[src/rtl/status_led_bank.sv]
// Per-channel activity LED stretcher with heartbeat/force/off modes; optional PWM via STATUS_LED_PWM_EN.
// Latency: led registered from next-state values, so a trigger in IDLE lights the LED at the same edge.
// Backpressure: none; triggers and config writes are always accepted, and triggers during a phase only set pending.
module status_led_bank #(
    parameter int          NCH       = 4,
    parameter int          STRETCH_W = 22,
    parameter int          HB_W      = 27,
    parameter logic [3:0]  CFG_BASE  = 4'h4,
    parameter logic [1:0]  MODE_RST  = 2'd0
) (
    input  logic           clk,
    input  logic           rstn,
    input  logic [NCH-1:0] trigger,
    input  logic           config_w,
    input  logic [7:0]     config_a,
    input  logic [7:0]     config_d,
    output logic [NCH-1:0] led
);

    typedef enum logic [1:0] {
        ST_IDLE = 2'd0,
        ST_ON   = 2'd1,
        ST_OFF  = 2'd2
    } state_e;

    localparam logic [STRETCH_W-1:0] CNT_FULL = '1;

    state_e               state_q [NCH];
    state_e               state_d [NCH];
    logic [STRETCH_W-1:0] cnt_q   [NCH];
    logic [STRETCH_W-1:0] cnt_d   [NCH];
    logic [1:0]           mode_q  [NCH];
    logic [1:0]           mode_d  [NCH];
    logic [NCH-1:0]       pend_q, pend_d;
    logic [NCH-1:0]       force_q, force_d;
    logic [HB_W-1:0]      hb_q, hb_d;
    logic [NCH-1:0]       led_q, led_d;
    logic                 cfg_hit;
    logic [3:0]           cfg_idx;
    logic                 pwm_on;

    assign cfg_hit = config_w && (config_a[7:4] == CFG_BASE);
    assign cfg_idx = config_a[3:0];

    // Only indices 0..NCH-1 match a channel; larger indices fall through untouched.
    always_comb begin
        for (int i = 0; i < NCH; i++) begin
            mode_d[i]  = mode_q[i];
            force_d[i] = force_q[i];
            if (cfg_hit && (cfg_idx == 4'(i))) begin
                mode_d[i]  = config_d[1:0];
                force_d[i] = config_d[2];
            end
        end
    end

    always_comb begin
        for (int i = 0; i < NCH; i++) begin
            state_d[i] = state_q[i];
            cnt_d[i]   = cnt_q[i];
            pend_d[i]  = pend_q[i];
            case (state_q[i])
                ST_IDLE: begin
                    if (trigger[i]) begin
                        state_d[i] = ST_ON;
                        cnt_d[i]   = CNT_FULL;
                        pend_d[i]  = 1'b0;
                    end
                end
                ST_ON: begin
                    pend_d[i] = pend_q[i] | trigger[i];
                    if (cnt_q[i] == '0) begin
                        state_d[i] = ST_OFF;
                        cnt_d[i]   = CNT_FULL;
                    end else begin
                        cnt_d[i] = cnt_q[i] - STRETCH_W'(1);
                    end
                end
                ST_OFF: begin
                    if (cnt_q[i] == '0) begin
                        // A trigger landing on the last gap cycle restarts with no idle bubble.
                        if (pend_q[i] | trigger[i]) begin
                            state_d[i] = ST_ON;
                            cnt_d[i]   = CNT_FULL;
                            pend_d[i]  = 1'b0;
                        end else begin
                            state_d[i] = ST_IDLE;
                        end
                    end else begin
                        cnt_d[i]  = cnt_q[i] - STRETCH_W'(1);
                        pend_d[i] = pend_q[i] | trigger[i];
                    end
                end
                default: begin
                    state_d[i] = ST_IDLE;
                end
            endcase
        end
    end

    assign hb_d = hb_q + HB_W'(1);

`ifdef STATUS_LED_PWM_EN
    logic [7:0] pwm_q, pwm_d;
    logic [7:0] duty_q, duty_d;

    always_comb begin
        pwm_d  = pwm_q + 8'd1;
        duty_d = duty_q;
        if (cfg_hit && (cfg_idx == 4'hF)) begin
            duty_d = config_d;
        end
    end

    assign pwm_on = (pwm_d < duty_q);

    always_ff @(posedge clk or negedge rstn) begin
        if (!rstn) begin
            pwm_q  <= '0;
            duty_q <= 8'hFF;
        end else begin
            pwm_q  <= pwm_d;
            duty_q <= duty_d;
        end
    end
`else
    logic unused_cfg_d;
    assign unused_cfg_d = ^config_d[7:3];
    assign pwm_on       = 1'b1;
`endif

    // Mode and force are taken from their registered copies, so a new setting shows one edge after it lands.
    always_comb begin
        led_d = '0;
        for (int i = 0; i < NCH; i++) begin
            case (mode_q[i])
                2'd0:    led_d[i] = (state_d[i] == ST_ON) & pwm_on;
                2'd1:    led_d[i] = hb_d[HB_W-1] & pwm_on;
                2'd2:    led_d[i] = force_q[i] & pwm_on;
                default: led_d[i] = 1'b0;
            endcase
        end
    end

    always_ff @(posedge clk or negedge rstn) begin
        if (!rstn) begin
            for (int i = 0; i < NCH; i++) begin
                state_q[i] <= ST_IDLE;
                cnt_q[i]   <= '0;
            end
            pend_q <= '0;
        end else begin
            for (int i = 0; i < NCH; i++) begin
                state_q[i] <= state_d[i];
                cnt_q[i]   <= cnt_d[i];
            end
            pend_q <= pend_d;
        end
    end

    always_ff @(posedge clk or negedge rstn) begin
        if (!rstn) begin
            for (int i = 0; i < NCH; i++) begin
                mode_q[i] <= MODE_RST;
            end
            force_q <= '0;
            hb_q    <= '0;
            led_q   <= '0;
        end else begin
            for (int i = 0; i < NCH; i++) begin
                mode_q[i] <= mode_d[i];
            end
            force_q <= force_d;
            hb_q    <= hb_d;
            led_q   <= led_d;
        end
    end

    assign led = led_q;

endmodule

[config.mk]
export PLATFORM = sky130hd
export DESIGN_NAME = status_led_bank
export DESIGN_NICKNAME = d
export VERILOG_FILES = /design/src/rtl/status_led_bank.sv
export SDC_FILE = /design/constraint.sdc
export NUM_CORES = 1
export LEC_CHECK = 0
export BUFFER_PORTS_ARGS = -buffer_cell sky130_fd_sc_hd__buf_2
export CAP_MARGIN = 20
export CORE_UTILIZATION = 26
export DETAILED_ROUTE_END_ITERATION = 10
export SLEW_MARGIN = 20
export SYNTH_ARGS = -nofsm -noshare
export SYNTH_HDL_FRONTEND = slang
export SYNTH_SLANG_ARGS = --single-unit
export TNS_END_PERCENT = 20
[constraint.sdc]
create_clock -name clk -period 2.75 [get_ports clk]
set_input_delay 0.1375 -clock clk [delete_from_list [all_inputs] [get_ports clk]]
set_output_delay 0.1375 -clock clk [all_outputs]
set_load 0.005 [all_outputs]
==> results of run 1 <==
[cell usage after synthesis (5+ instances only)]
library cell,number,area (µm²)
inv_1,39,146
mux2_2,16,180
and2_1,10,62.6
nor3b_1,8,60.1
dfrtp_1,143,3580
nand2b_1,7,43.8
nor2b_1,6,37.5
o41ai_1,8,70.1
o21a_1,5,37.5
o21ai_0,47,235
o21ai_1,25,125
nand4_1,9,56.3
nor3_1,39,195
and3_1,5,31.3
or3_1,8,50.1
nand2_1,80,300
or2_2,7,43.8
nand3_1,34,170
a41oi_1,10,87.6
clkbuf_1,21,78.8
nor2_1,67,251
ha_1,22,275
nor4_1,13,81.3
a31oi_1,36,225
o31ai_1,12,90.1
xor2_1,16,140
a21oi_1,68,340
or4_1,9,67.6
xnor2_1,15,131
[layout make-up]
| class | count | share of cell area |
|---|---|---|
| diodes | 1 | 0.000274 |
| clock buffers | 23 | 0.0513 |
| clock inverters | 9 | 0.0119 |
| inverters | 39 | 0.0160 |
| multi-input cells | 632 | 0.427 |
| flip-flops and latches | 143 | 0.392 |
| well taps | 384 | 0.0527 |
| repair buffers | 61 | 0.0490 |
[critical path: cells and delay by family (launching register included)]
| family | cells | cell delay (ps) |
|---|---|---|
| AO/OA/AOI/OAI | 1 | 120 |
| adder cells (fa/ha/maj) | 1 | 210 |
| buffers and inverters | 2 | 380 |
| flip-flops | 1 | 400 |
| AND/OR/NAND/NOR | 4 | 1280 |
[power breakdown]
| part | leakage, µW | internal (µW) | switching [µW] |
|---|---|---|---|
| Sequential | 0.00166 | 2260 | 170 |
| Clock | 0.000270 | 1380 | 900 |
| Combinational | 0.00192 | 455 | 670 |
| Total | 0.00385 | 4090 | 1740 |
[metal layers]
layer,up-vias,track usage,share of wire
met1,2995,0.151,0.50
met2,56,0.178,0.46
met5,-,0,0
li1,3175,-,-
met3,10,0.0238,0.026
met4,0,0.0322,0.0099
[cells in the final DEF (no fill, tap or decap), types with 15 or more instances in the layout]
cell	instances
inv_1	39
a21oi_1	68
a31oi_1	35
o21ai_0	47
xor2_1	16
nand3_1	34
buf_4	34
nor2_1	66
mux2_2	16
xnor2_1	15
dfrtp_1	143
clkbuf_16	17
buf_2	20
ha_1	22
nand2_1	80
o21ai_1	25
nor3_1	39
[per-stage QoR]
| stage | instances | setup TNS, ps | setup slack, ps |
|---|---|---|---|
| finish | 1292 | 0 | 209 |
| global route | 1291 | -11.1 | -11.1 |
| CTS | 1291 | 0 | 68.1 |
| detailed placement | 1255 | 0 | 86.3 |
| global placement | 1255 | 0 | 112 |
| floorplan | 845 | 0 | 244 |
[repair_timing]
| action | 4_1_cts | 5_1_grt |
|---|---|---|
| hold endpoints to repair | 73 | 0 |
| hold buffers | 4 | 0 |
| endpoints found under the setup margin | 0 | 29 |
| resized for setup | 0 | 3 |
[registers in the layout, summed over array words and instances, names as in the netlist]
name,count
cnt_q,88
hb_q,27
mode_q,8
state_q,8
force_q,4
led,4
pend_q,4
[kinds of logic after synthesis]
logic type / count (synthesis)
buf+inv: 70
xor+xnor: 31
simple gates: 323
flops: 143
compound gates: 238
fa+ha+maj: 22
mux: 18
[worst paths after layout]
kind	from	end	slack (ps)	depth (start not counted)
setup / recovery	cnt_q[67]$_DFFE_PN0P_	cnt_q[77]$_DFFE_PN0P_	210	8
hold / removal	config_d[0]	mode_q[4]$_DFFE_PN0P_	30	2
setup reg to reg	cnt_q[67]$_DFFE_PN0P_	cnt_q[77]$_DFFE_PN0P_	210	8
hold reg to reg	hb_q[0]$_DFF_PN0_	hb_q[0]$_DFF_PN0_	450	1
max in group asynchronous	rstn	cnt_q[33]$_DFFE_PN0P_	1740	3
min in group asynchronous	rstn	cnt_q[78]$_DFFE_PN0P_	290	2
==> run_results.csv, run 1 <==
group,metric,value,unit
finish,fin_nets,939,
cts,post-cts-setup-buffers,0,
outcome,status,"finished clean",
routing,ant_nets,0,
setup_path,slowest_stage,"nor4_2",
finish,fillers,2968,
timing,min_period_over_period,0.924,
logic_synthesis,synth-compound-area-share,0.189,
logic_synthesis,synth_fa_ha_area_frac,0.0356,
logic_synthesis,synth_xor_xnor_area_share,0.0351,
setup_path,critPathKind,"reg2reg",
setup_path,crit_chain,"inv_1, ha_1, nor3b_1, nand4_1, nor2_2, nor4_2, buf_4, a41oi_1",
setup_path,crit_fanout,11,
power,power.total,5830,µW
setup_path,slowest_delay,870,ps
die,die_width,174,µm
die,io_pins,27,
placement,dp_hpwl,11000,µm
timing,setup_viol,0,
finish,multi_input_area,3890,µm²
timing,hold_ws,28.2,ps
setup_path,end_kind,"register",
logic_synthesis,synthMuxAreaShare,0.0259,
placement,placed_area,8490,µm²
die,die_area,30400,µm²
cts,cts_made_buffers,17,
cts,cts-htree-levels,4,
timing,max_slew_margin,0.317,
routing,drt_wl_total,16100,µm
die,rows,62,
timing,worst_slew_pin_slew,1020,ps
routing,via_per_inst,4.83,
die,coreArea,28900,µm²
finish,drive_gt1_frac,0.138,
setup_path,arrival,2820,ps
cts,root_buffer,"clkbuf_16",
global_routing,grt_pass1_vias,5986,
logic_synthesis,synthSimpleGateAreaFrac,0.214,
power,powerDensity,639,nW/µm²
logic_synthesis,syn_inst,845,
global_routing,grt_max_degree,73,
logic_synthesis,synth_top_family_by_area,"simple AND/OR/NAND/NOR gates",
placement,gp_congestion,0.775,
finish,final_util,0.315,
global_routing,grt_pass1_wl,28400,µm
setup_path,crit_path_start_kind,"register",
cts,clk_latency,420,ps
placement,io_buffers,21,
logic_synthesis,synth.net_count,890,
logic_synthesis,syn_avg_cell_area,9.14,µm²
global_routing,overflow,0,
timing,fmax,394,MHz
timing,slew_viol_final,0,
routing,dr_total_vias,6236,
routing,drc_errors,0,
routing,detail_route.wl_per_cell,12.5,µm
cts,path_clk_slew,60,ps
logic_synthesis,seq_area_frac_synth,0.463,
routing,drt_iter0_markers,400,
run,drv_cap,0,
cts,cts_tree,"done",
logic_synthesis,synth_ff_type,"dfrtp_1",
timing,fin_crit,2540,ps
global_routing,antenna_found_initial,1,
die,initial_utilization,0.267,
routing,dr.pass1.iters,5,
logic_synthesis,ys_types,62,
timing,finClkSkew,8.52,ps
global_routing,track_usage,0.112,
logic_synthesis,synth_area,7730,µm²
cts,clockBufferDepth,2,
timing,hold_viol,0,
logic_synthesis,ys_ff_latch,143,
power,ir_drop,371,µV
power,p_leak,0.00385,µW
logic_synthesis,synth_edf_count,0,
logic_synthesis,async_reset_ff_frac,1.00,
finish,seqCellArea,3580,µm²
die,die_h,174,µm
logic_synthesis,ys.warnings.count,0,
finish,fin_area,9120,µm²
setup_path,required,3030,ps
finish,area_delta_synth_final,18.1,%
cts,clkSinkCount,143,
min_path,hold_class,"in2reg",
No activity file was read; power rests on OpenSTA's default activity.
==> run 2: changes to the inputs <==
Settings changed: CTS_BUF_LIST set to sky130_fd_sc_hd__clkbuf_16.
==> run 2 against run 1 <==
Net effect: count of clock-buffer cells in the layout shrank 6; critical endpoint unchanged; fmax fell by 0.31%; non-clock buffer count decreased by 1; largest cell class unchanged; critical path type unchanged; first-iteration DRC count is 1.3% lower; power fell by 1.3%; largest power group unchanged; via count is essentially flat.
==> run_results.csv, run 2 (synthesized netlist as in run 1, its figures left out) <==
group,metric,value,unit
outcome,status,"finished clean",
finish,fin_nets,938,
setup_path,crit_path_start_kind,"register",
timing,min_period_over_period,0.927,
routing,dr.pass1.iters,6,
global_routing,overflow,0,
setup_path,r2r-start,"cnt_q[67]$_DFFE_PN0P_",
cts,clockBufferDepth,2,
setup_path,ff2ff_setup_slack,200,ps
timing,finClkSkew,8.60,ps
power,power.total,5760,µW
die,io_pins,27,
global_routing,antenna_found_initial,1,
power,powerDensity,633,nW/µm²
die,die_h,174,µm
finish,top_regs,"cnt_q x88, hb_q x27",
min_path,hold_class,"in2reg",
die,initial_utilization,0.267,
min_path,hp-start,"trigger[2]",
global_routing,grt_pass1_wl,28400,µm
timing,hold_viol,0,
setup_path,slowest_stage,"nor4_2",
setup_path,worstPathBufferInverterCount,2,
setup_path,crit_chain,"inv_1, ha_1, nor3b_1, nand4_1, nor2_2, nor4_2, buf_4, a41oi_1",
setup_path,crit_fanout,11,
routing,drc_errors,0,
global_routing,grt_max_degree,73,
power,ir_drop,367,µV
cts,clkSinkCount,143,
setup_path,cp-endpoint,"cnt_q[77]$_DFFE_PN0P_",
timing,max_slew_margin,0.305,
setup_path,critPathKind,"reg2reg",
setup_path,slowest_delay,880,ps
routing,dr_total_vias,6235,
timing,fin_crit,2550,ps
finish,top_register,"cnt_q",
die,rows,62,
cts,root_buffer,"clkbuf_16",
finish,fillers,2972,
timing,setup_viol,0,
routing,drt_wl_total,16100,µm
cts,post-cts-setup-buffers,0,
cts,cts_made_buffers,17,
setup_path,arrival,2830,ps
routing,drt_iter0_markers,395,
timing,slew_viol_final,0,
die,die_width,174,µm
placement,pre_cts_ws,86.3,ps
finish,final_common_cell,"dfrtp_1",
setup_path,cp_num_cells,8,
finish,area_delta_synth_final,17.7,%
cts,clk_latency,420,ps
routing,ant_nets,0,
placement,dp_hpwl,11000,µm
cts,cts-htree-levels,4,
die,coreArea,28900,µm²
power,p_leak,0.00385,µW
setup_path,worstSetupStartpoint,"cnt_q[67]$_DFFE_PN0P_",
finish,largest_reg_flops,88,
min_path,hold_depth,3,
setup_path,cp_top_family,"simple AND/OR/NAND/NOR gates",
timing,setup_slack,201,ps
setup_path,end_kind,"register",
timing,fmax,392,MHz
die,die_area,30400,µm²
cts,cts_tree,"done",
setup_path,required,3030,ps
setup_path,r2r_end,"cnt_q[77]$_DFFE_PN0P_",
run,drv_cap,0,
global_routing,grt_pass1_vias,5982,
finish,mostFrequentLayoutCells,"143 x dfrtp_1, 80 x nand2_1, 68 x a21oi_1",
cts,path_clk_slew,60,ps
global_routing,track_usage,0.111,
setup_path,reg2regPathDepth,8,
placement,gp_congestion,0.775,
routing,via_per_inst,4.83,
placement,io_buffers,21,
timing,worst_slew_pin_slew,1030,ps
routing,detail_route.wl_per_cell,12.5,µm
finish,drive_gt1_frac,0.136,
[run 2: cell types whose count changed in the layout (fill, tap and decap cells not counted)]
cell	delta
clkbuf_1	-4
clkbuf_8	-2
clkinv_1	+2
dlygate4sd3_1	-1
inv_1	+4
[run 2: layer usage]
| metal | wire (µm) | vias to the layer above | global-route usage |
|---|---|---|---|
| met5 | 0 | - | 0 |
| met4 | 157 | 0 | 0.0311 |
| met3 | 410 | 11 | 0.0238 |
| met2 | 7430 | 64 | 0.178 |
| met1 | 8120 | 2989 | 0.151 |
| li1 | - | 3171 | - |
[run 2: worst register-to-register path, delay by kind of cell, from the launching register on]
family | cells | cell delay, ps
flops | 1 | 400
buf+inv | 2 | 380
compound gates | 1 | 120
fa+ha+maj | 1 | 210
simple gates | 4 | 1290
[run 2: final cells by class]
type                    instances  area (µm²)  share of cell area
clock buffers                  17         425              0.0468
diodes                          1        2.50            0.000275
inverters                      39         146              0.0161
well taps                     384         480              0.0528
clock inverters                15         131              0.0144
repair buffers                 60         437              0.0480
multi-input cells             632        3890               0.428
flip-flops and latches        143        3580               0.394
[run 2: worst min path at each step]
stage	end	slack, ps
after floorplan	cnt_q[0]$_DFFE_PN0P_	-160
after global placement	cnt_q[78]$_DFFE_PN0P_	220
after detailed placement	cnt_q[78]$_DFFE_PN0P_	210
after CTS	pend_q[2]$_DFFE_PN0P_	0.4
after global routing	mode_q[4]$_DFFE_PN0P_	30
final	pend_q[2]$_DFFE_PN0P_	20
[run 2: what timing repair did]
item / 4_1_cts / 5_1_grt
setup endpoints to repair: 0 / 29
gates resized for setup: 0 / 3
hold buffers: 3 / 0
hold endpoints to repair: 71 / 0
[run 2: metrics by stage]
| stage | utilization | instances | hold slack [ps] | setup TNS [ps] | instance area [µm²] |
|---|---|---|---|---|---|
| finish | 0.314 | 1291 | 16.8 | 0 | 9090 |
| CTS | 0.314 | 1290 | 0.417 | 0 | 9080 |
| global route | 0.314 | 1290 | 32.0 | -11.9 | 9090 |
| detailed placement | 0.293 | 1255 | 212 | 0 | 8490 |
| floorplan | - | 845 | -158 | 0 | 7730 |
| global placement | 0.293 | 1255 | 218 | 0 | 8490 |
[run 2: power breakdown]
group	leakage [µW]	switching, µW	internal (µW)
Clock	0.000275	895	1310
Sequential	0.00166	170	2260
Combinational	0.00192	673	454
Total	0.00385	1740	4020
==> run 3: changes to the inputs <==
Settings changed: CORE_UTILIZATION 26 to 55, PLACE_DENSITY set to 0.72.
==> run 3 against run 2 <==
Net effect: critical path depth unchanged; sequential share of layout area up 0.90 points; via count rose by 4.3%; first-iteration DRC count up 16%; combinational power grew 5%; worst hold slack got worse by 2.5 ps; largest power group unchanged; highest routed layer unchanged.
==> run_results.csv, run 3 (synthesized netlist as in run 1, its figures left out) <==
group,metric,value,unit
cts,cts_tree,"done",
global_routing,grt_pass1_vias,6502,
finish,top_regs,"cnt_q x88, hb_q x27",
outcome,status,"finished clean",
global_routing,track_usage,0.258,
global_routing,grt_util_met3,0.0505,
routing,dr_total_vias,6503,
global_routing,met1_usage,0.342,
min_path,hold_class,"in2reg",
die,initial_utilization,0.574,
cts,clk_latency,420,ps
power,power.total,6030,µW
routing,via_per_inst,6.03,
cts,clockBufferDepth,2,
setup_path,crit_chain,"or4_4, or4b_4, nor2_2, buf_4, nor4_2, buf_4, buf_4, a31oi_1",
power,powerDensity,679,nW/µm²
die,io_pins,27,
setup_path,end_kind,"register",
routing,detail_route.wl_per_cell,16.0,µm
global_routing,overflow,0,
setup_path,slowest_delay,560,ps
finish,top_register,"cnt_q",
die,rows,42,
placement,dp_hpwl,11700,µm
timing,worst_slew_pin_slew,695,ps
timing,tns,0,ps
timing,hold_viol,0,
setup_path,cp_common_cell,"buf_4",
timing,fin_crit,2610,ps
timing,grt_setup_unrepaired,"no",
setup_path,crit_path_start_kind,"register",
finish,drive_gt1_frac,0.142,
placement,placed_area,8220,µm²
placement,io_buffers,21,
finish,fillers,1099,
routing,dr.pass1.iters,5,
die,coreArea,13500,µm²
timing,max_slew_margin,0.536,
cts,root_buffer,"clkbuf_16",
setup_path,critPathKind,"reg2reg",
placement,gp_congestion,0.798,
timing,setup_viol,0,
global_routing,grt_pass1_wl,30200,µm
routing,drc_errors,0,
die,die_area,14500,µm²
finish,largest_reg_flops,88,
finish,antennaDiodeCount,0,
finish,final_common_cell,"dfrtp_1",
routing,drt_iter0_markers,457,
setup_path,crit_fanout,9,
global_routing,busiest_layer,"met2",
finish,mostFrequentLayoutCells,"143 x dfrtp_1, 80 x nand2_1, 68 x a21oi_1",
die,die_width,121,µm
finish,seqCellArea,3580,µm²
finish,area_delta_synth_final,15.1,%
routing,ant_nets,0,
timing,fmax,383,MHz
cts,clkSinkCount,143,
timing,setup_slack,142,ps
setup_path,cp_top_family,"simple AND/OR/NAND/NOR gates",
global_routing,grt.met2_usage,0.432,
run,drv_cap,0,
cts,cts_made_buffers,17,
routing,drt_wl_total,17300,µm
die,die_h,121,µm
setup_path,worstPathBufferInverterCount,3,
finish,fin_area,8890,µm²
global_routing,antenna_found_initial,0,
setup_path,arrival,2940,ps
cts,path_clk_slew,60,ps
setup_path,slowest_stage,"or4_4",
timing,slew_viol_final,0,
timing,finClkSkew,6.75,ps
timing,min_period_over_period,0.948,
power,p_leak,0.00387,µW
power,ir_drop,594,µV
global_routing,grt_max_degree,72,
finish,fin_nets,935,
cts,cts-htree-levels,4,
finish,multi_input_area,3910,µm²
finish,final_util,0.661,
setup_path,required,3080,ps
placement,pre_cts_ws,56.5,ps
## run 3: cell count changes in the layout (fill, tap and decap cells not counted), sizes merged
cell / delta
dlygate4sd3: -1
bufinv: +2
buf: -2
clkinvlp: -1
inv: -3
diode: -1
clkinv: +2
## run 3: layout make-up
cell class              instances  share of cell area
clock buffers                  17              0.0478
clock inverters                15              0.0215
repair buffers                 57              0.0477
flip-flops and latches        143               0.402
multi-input cells             632               0.439
inverters                      39              0.0165
well taps                     176              0.0248
## run 3: worst paths after layout
kind,cells past startpoint,slack (ps),end,start
min,3,10,pend_q[2]$_DFFE_PN0P_,trigger[2]
max reg2reg,8,140,cnt_q[84]$_DFFE_PN0P_,cnt_q[72]$_DFFE_PN0P_
min in group asynchronous,2,290,cnt_q[57]$_DFFE_PN0P_,rstn
min reg2reg,1,450,hb_q[0]$_DFF_PN0_,hb_q[0]$_DFF_PN0_
max in group asynchronous,3,1650,cnt_q[72]$_DFFE_PN0P_,rstn
max,8,140,cnt_q[84]$_DFFE_PN0P_,cnt_q[72]$_DFFE_PN0P_
## run 3: layer usage
layer / wire [µm] / share of wire
met1: 7930 / 0.46
met2: 8600 / 0.50
met3: 594 / 0.034
met4: 170 / 0.0098
met5: 0 / 0
## run 3: power breakdown
group	leakage [µW]	total [µW]	internal [µW]	switching, µW
sequential	0.00166	2430	2260	174
clock	0.000295	2410	1510	899
combinational	0.00191	1190	482	713
total	0.00387	6030	4250	1790
## run 3: worst reg2reg max path: stages, from the launching register on
cell and delay [ps]:
dfrtp_1 440, or4_4 560, or4b_4 560, nor2_2 160
buf_4 150, nor4_2 80, buf_4 200, buf_4 170
a31oi_1 210
## run 3: through the flow
stage	hold WS, ps	instances
after floorplan	-158	845
after global placement	187	1044
after detailed placement	195	1044
after CTS	6.63	1078
after global routing	27.2	1079
final	14.3	1079
## run 3: repair_timing
item | CTS | global route
endpoints found under the hold margin | 70 | 0
hold buffers | 2 | 0
endpoints found under the setup margin | 0 | 33
gates resized for setup | 0 | 6
setup buffers | 0 | 0
